## config.mk

```make
export PLATFORM = sky130hd
export DESIGN_NAME = imem_loader
export DESIGN_NICKNAME = d
export VERILOG_FILES = /design/src/rtl/loader_pkg.sv /design/src/rtl/loader_word_packer.sv /design/src/rtl/imem_loader.sv
export SDC_FILE = /design/constraint.sdc
export NUM_CORES = 1
export LEC_CHECK = 0
export ABC_AREA = 1
export CORE_UTILIZATION = 60
export DETAILED_ROUTE_END_ITERATION = 10
export PLACE_DENSITY = 0.95
export SETUP_SLACK_MARGIN = 0.5
export SYNTH_ARGS = -nofsm -noshare
export SYNTH_HDL_FRONTEND = slang
export SYNTH_SLANG_ARGS = --single-unit
```

## constraint.sdc

```tcl
create_clock -name i_clk -period 4.2 [get_ports i_clk]
set_input_delay 0.84 -clock i_clk [delete_from_list [all_inputs] [get_ports i_clk]]
set_output_delay 0.84 -clock i_clk [all_outputs]
set_load 0.01 [all_outputs]
```

## src/rtl/loader_pkg.sv

```systemverilog
// Shared types and frame constants for the boot-time imem loader.
package loader_pkg;

   typedef enum logic [2:0] {
      IDLE,
      LEN,
      DATA,
      CSUM,
      DONE,
      ERR
   } loader_state_e;

   typedef enum logic [1:0] {
      ERR_NONE    = 2'd0,
      ERR_LENGTH  = 2'd1,
      ERR_CSUM    = 2'd2,
      ERR_TIMEOUT = 2'd3
   } loader_err_e;

   localparam int LEN_BYTES  = 4;
   localparam int WORD_BYTES = 4;

   function automatic logic is_busy(input loader_state_e s);
      return (s == LEN) || (s == DATA) || (s == CSUM);
   endfunction

endpackage

```

## src/rtl/loader_word_packer.sv

```systemverilog
// Assembles little-endian 32-bit words from a byte stream; o_last flags the byte
// that completes a word and o_word already includes that byte.
module loader_word_packer
   import loader_pkg::*;
(
   input  logic        i_clk,
   input  logic        i_rst_n,
   input  logic        i_clear,
   input  logic        i_valid,
   input  logic [7:0]  i_data,
   output logic        o_last,
   output logic [31:0] o_word
);

   localparam int IDX_W = $clog2(WORD_BYTES);

   logic [31:0]      r_word;
   logic [IDX_W-1:0] r_idx;

   always_comb begin
      o_word = r_word;
      o_word[{r_idx, 3'b000} +: 8] = i_data;
      o_last = i_valid && (r_idx == IDX_W'(WORD_BYTES - 1));
   end

   always_ff @(posedge i_clk or negedge i_rst_n) begin
      if (!i_rst_n) begin
         r_word <= '0;
         r_idx  <= '0;
      end else if (i_clear) begin
         r_word <= '0;
         r_idx  <= '0;
      end else if (i_valid) begin
         r_word <= o_word;
         r_idx  <= r_idx + 1'b1;
      end
   end

endmodule

```

## src/rtl/imem_loader.sv

```systemverilog
// Boot loader: receives a framed program from a byte stream, writes it into imem
// from word 0 and holds the core until a frame ends with a good XOR checksum.
module imem_loader
   import loader_pkg::*;
#(
   parameter int IMEM_DEPTH     = 1024,
   parameter int TIMEOUT_CYCLES = 1000000,
   parameter bit AUTO_START     = 1'b1,
   localparam int ADDR_W        = $clog2(IMEM_DEPTH)
) (
   input  logic              i_clk,
   input  logic              i_rst_n,
   input  logic              i_start,
   input  logic              i_s_valid,
   input  logic [7:0]        i_s_data,
   output logic              o_s_ready,
   output logic              o_imem_we,
   output logic [ADDR_W-1:0] o_imem_addr,
   output logic [31:0]       o_imem_wdata,
   output logic              o_core_hold,
   output logic              o_busy,
   output logic              o_done,
   output logic              o_error,
   output logic [1:0]        o_err_code,
   output logic [ADDR_W:0]   o_words_loaded
);

   localparam int            TW     = $clog2(TIMEOUT_CYCLES + 1);
   localparam logic [TW-1:0] T_LAST = TW'(TIMEOUT_CYCLES - 1);

   loader_state_e r_state, w_nxt;
   loader_err_e   r_err, w_err_nxt;

   logic            w_acc, w_pk_vld, w_last, w_wr, w_tmo;
   logic [31:0]     w_word;
   logic [ADDR_W:0] r_n, r_wrx, r_wl;
   logic            r_we;
   logic [31:0]     r_wdata;
   logic [7:0]      r_csum;
   logic [TW-1:0]   r_tcnt;

   assign o_s_ready = is_busy(r_state);
   // start wins over the handshake: a byte offered alongside start is left on the stream
   assign w_acc     = i_s_valid && o_s_ready && !i_start;
   assign w_pk_vld  = w_acc && ((r_state == LEN) || (r_state == DATA));
   assign w_wr      = w_last && (r_state == DATA);
   assign w_tmo     = o_s_ready && !w_acc && (r_tcnt == T_LAST);

   loader_word_packer u_packer (
      .i_clk   (i_clk),
      .i_rst_n (i_rst_n),
      .i_clear (i_start),
      .i_valid (w_pk_vld),
      .i_data  (i_s_data),
      .o_last  (w_last),
      .o_word  (w_word)
   );

   always_ff @(posedge i_clk or negedge i_rst_n) begin
      if (!i_rst_n) begin
         r_state <= AUTO_START ? LEN : IDLE;
         r_err   <= ERR_NONE;
      end else begin
         r_state <= w_nxt;
         r_err   <= w_err_nxt;
      end
   end

   always_comb begin
      w_nxt     = r_state;
      w_err_nxt = r_err;
      if (i_start) begin
         w_nxt     = LEN;
         w_err_nxt = ERR_NONE;
      end else if (w_tmo) begin
         w_nxt     = ERR;
         w_err_nxt = ERR_TIMEOUT;
      end else begin
         case (r_state)
            LEN: if (w_last) begin
               if (w_word > 32'(IMEM_DEPTH)) begin
                  w_nxt     = ERR;
                  w_err_nxt = ERR_LENGTH;
               end else if (w_word == '0) begin
                  w_nxt = CSUM;
               end else begin
                  w_nxt = DATA;
               end
            end
            DATA: if (w_last && (r_wrx == r_n - (ADDR_W+1)'(1))) w_nxt = CSUM;
            CSUM: if (w_acc) begin
               if (i_s_data == r_csum) begin
                  w_nxt = DONE;
               end else begin
                  w_nxt     = ERR;
                  w_err_nxt = ERR_CSUM;
               end
            end
            default: ;
         endcase
      end
   end

   // r_wrx counts words received (frame end), r_wl counts words written (address)
   always_ff @(posedge i_clk or negedge i_rst_n) begin
      if (!i_rst_n) begin
         r_we    <= 1'b0;
         r_wdata <= '0;
         r_n     <= '0;
         r_wrx   <= '0;
         r_wl    <= '0;
         r_csum  <= '0;
      end else if (i_start) begin
         r_we   <= 1'b0;
         r_n    <= '0;
         r_wrx  <= '0;
         r_wl   <= '0;
         r_csum <= '0;
      end else begin
         r_we <= w_wr;
         if (w_wr) begin
            r_wdata <= w_word;
            r_wrx   <= r_wrx + 1'b1;
         end
         if (w_last && (r_state == LEN)) r_n <= w_word[ADDR_W:0];
         if (w_acc && (r_state == DATA)) r_csum <= r_csum ^ i_s_data;
         if (r_we) r_wl <= r_wl + 1'b1;
      end
   end

   always_ff @(posedge i_clk or negedge i_rst_n) begin
      if (!i_rst_n) begin
         r_tcnt <= '0;
      end else if (i_start || w_acc || !o_s_ready || (w_nxt != r_state)) begin
         r_tcnt <= '0;
      end else begin
         r_tcnt <= r_tcnt + 1'b1;
      end
   end

   assign o_imem_we      = r_we;
   assign o_imem_addr    = r_wl[ADDR_W-1:0];
   assign o_imem_wdata   = r_wdata;
   assign o_core_hold    = (r_state != DONE);
   assign o_busy         = o_s_ready;
   assign o_done         = (r_state == DONE);
   assign o_error        = (r_state == ERR);
   assign o_err_code     = r_err;
   assign o_words_loaded = r_wl;

endmodule

```

==> metrics.txt <==
outcome finished, final reports clean; power per cell area 479 nW/um2; R2R setup slack 1.02 ns; final core area utilization 0.745; Pleak 3.80 nW; PostCTS Resize Cnt 0; placed cell area 7590 um2; GRT Util Overall 0.315; Layout fillers 765; Reg2Reg Launch Point u_packer.r_idx[0]; Routed WL per cell 15.7 um; dpl hpwl 10900 um; Layout area overhead 19.7%; Ant. Diodes 0; drt total wl 16900 um; Slew Viols, Final 0; f_max 0.314 GHz; YS warnings 0; Setup TNS 0 ns; vias post-DR 6149; syn avg cell area 7.97 um2; Final Hold Viols 0; port bufs 72; Tmin final 3.18 ns; CP Capture Type register; EDFF count, synth 0; largest net degree at the start of global routing 54; top post-synthesis cells by area dfrtp_1 48%, nand2_1 11%, nor2_1 6.3%; FFs w/ async S/R, synth 1.00; worst vdd ir 0.430 mV; die height 109 um; Setup Crit Path Kind reg2reg; worst hold path type in2async; Post-Syn Instances 858; Mapped Area 6840 um2; Die ar. 11800 um2; Setup Skew 0.00667 ns; post-synthesis sequential area ratio 0.487; hold buffers post-CTS 0; row cnt 38; number of global-route vias before repair 5922; CTS root buffer clkbuf_16; Worst EP required 4.54 ns; RSZ-0062 raised after global routing no; Reg2Reg Depth 15; clock latency on the worst-skew pair 0.43 ns; initial core utilization 0.622; Synth top area share 0.483; maximum buffer depth of the clock tree 2; Final period util 0.758; worst rel slew slack 0.321; CTS tree built; CP max FO 20; final hold slack 0.450 ns; ys flop type dfrtp_1; final antenna-violating net count 0; R2R Path End r_tcnt[9]; Slew @ Worst Pin 1.02 ns; Seq cells post-synth 133; Nets 941; Die X 109 um; critical path launch point type register; core region area 11000 um2; drt first-iter violations 572; Final GP Congestion 0.911; grt total ovfl 0; initial antenna violation count 0; Post-CTS Setup Repair Bufs 0; Critical Path AT 3.52 ns; io pins 73; DRC viols 0; syn_nets 879; Yosys cell types 37; # clock sinks 133; Setup violations, final 0; via/cell ratio 5.73; clk slew on worst S/H paths 0.06 ns; share of cells above drive strength 1 0.0622; design area 8180 um2; max cap viols 0; total power 0.00392 W; first-pass GRT wire length 28300 um; H-tree Lvls 4; Initial DRT Pass Iterations 6; post-synth top area cell dfrtp_1; CTS buffer count 17
==> cell usage in the layout, fill, tap and decap left out, drive strengths merged, types with 12 or more instances in the layout <==
| cell | instances |
|---|---|
| clkbuf | 19 |
| nor2 | 123 |
| clkdlybuf4s50 | 71 |
| nand2 | 198 |
| nand3 | 47 |
| inv | 106 |
| xnor2 | 16 |
| xor2 | 24 |
| nand4 | 12 |
| a21oi | 26 |
| o21ai | 74 |
| o22ai | 25 |
| nor3 | 15 |
| dfrtp | 132 |
==> sequential cells by signal (all words and copies together) (netlist names) <==
signal and cells:
u_packer.r_word 32, o_words_loaded 11, r_n 11, o_imem_we 1, r_csum 8, u_packer.r_idx 2, r_state 3, o_err_code 2
r_wrx 11, o_imem_wdata 32, r_tcnt 20
==> metrics by stage <==
stage,instances,worst slack (ns)
2_1_floorplan,858,2.05
3_3_place_gp,1041,1.04
3_5_place_dp,1041,0.931
4_1_cts,1073,1.07
5_1_grt,1073,0.688
6_report,1073,1.02
==> where the power goes <==
| group | internal, W | leakage (nW) | switching [W] |
|---|---|---|---|
| clock network | 0.000895 | 0.269 | 0.000590 |
| logic | 0.000270 | 1.68 | 0.000749 |
| registers | 0.00135 | 1.85 | 0.0000639 |
| total | 0.00251 | 3.80 | 0.00140 |
==> worst max-delay path by stage <==
stage | startpoint | end | slack, ns
after detailed placement | i_start | r_wrx[8] | 0.93
after global routing | u_packer.r_idx[0] | r_tcnt[3] | 0.69
after global placement | i_start | u_packer.r_word[11] | 1.04
after floorplan | u_packer.r_idx[0] | r_tcnt[10] | 2.05
final | u_packer.r_idx[0] | r_tcnt[9] | 1.02
after CTS | u_packer.r_idx[0] | r_tcnt[9] | 1.07
==> worst max-delay path, cell delays in order (launching register included) <==
cell     delay (ns)
dfrtp_1        0.64
inv_2          0.15
ha_1           0.40
nand2_1        0.13
inv_1          0.11
nand3_1        0.10
nand2_1        0.08
nor2_1         0.24
nand2_1        0.10
nor2_1         0.12
nand2_1        0.06
nand2_1        0.06
nand2_1        0.09
nand2_2        0.10
nand4_2        0.44
nor2_1         0.27
==> synth_stat cells (14+ instances only) <==
| cell type | n |
|---|---|
| o22ai_1 | 25 |
| nand2_1 | 194 |
| dfrtp_1 | 132 |
| o21ai_0 | 74 |
| a21oi_1 | 26 |
| xor2_1 | 24 |
| nand3_1 | 45 |
| nor2_1 | 115 |
| nor3_1 | 14 |
| inv_1 | 100 |
| xnor2_1 | 16 |
| clkbuf_1 | 15 |
==> area by class of cell <==
cell class                 count  area, um2  area share
inverter                     106        399      0.0488
tap                          140        175      0.0214
clock buffer                  19        443      0.0541
timing repair buffer          77        768      0.0939
sequential                   133       3330       0.407
multi-input combinational    585       2920       0.357
clock inverter                13        149      0.0182
==> per-layer routing <==
| layer | vias to the layer above | global-route usage | part of all wire |
|---|---|---|---|
| met4 | 0 | 0.182 | 0.048 |
| met5 | - | 0 | 0 |
| met1 | 2908 | 0.378 | 0.39 |
| met2 | 311 | 0.515 | 0.49 |
| met3 | 72 | 0.0789 | 0.069 |
| li1 | 2858 | - | - |
==> kinds of logic after synthesis <==
kind of cell / share of synthesized area
buf+inv: 0.0864
simple gates: 0.251
compound gates: 0.104
fa+ha+maj: 0.0165
xor+xnor: 0.0545
flops: 0.487
Power figures use the tool's default switching activity.
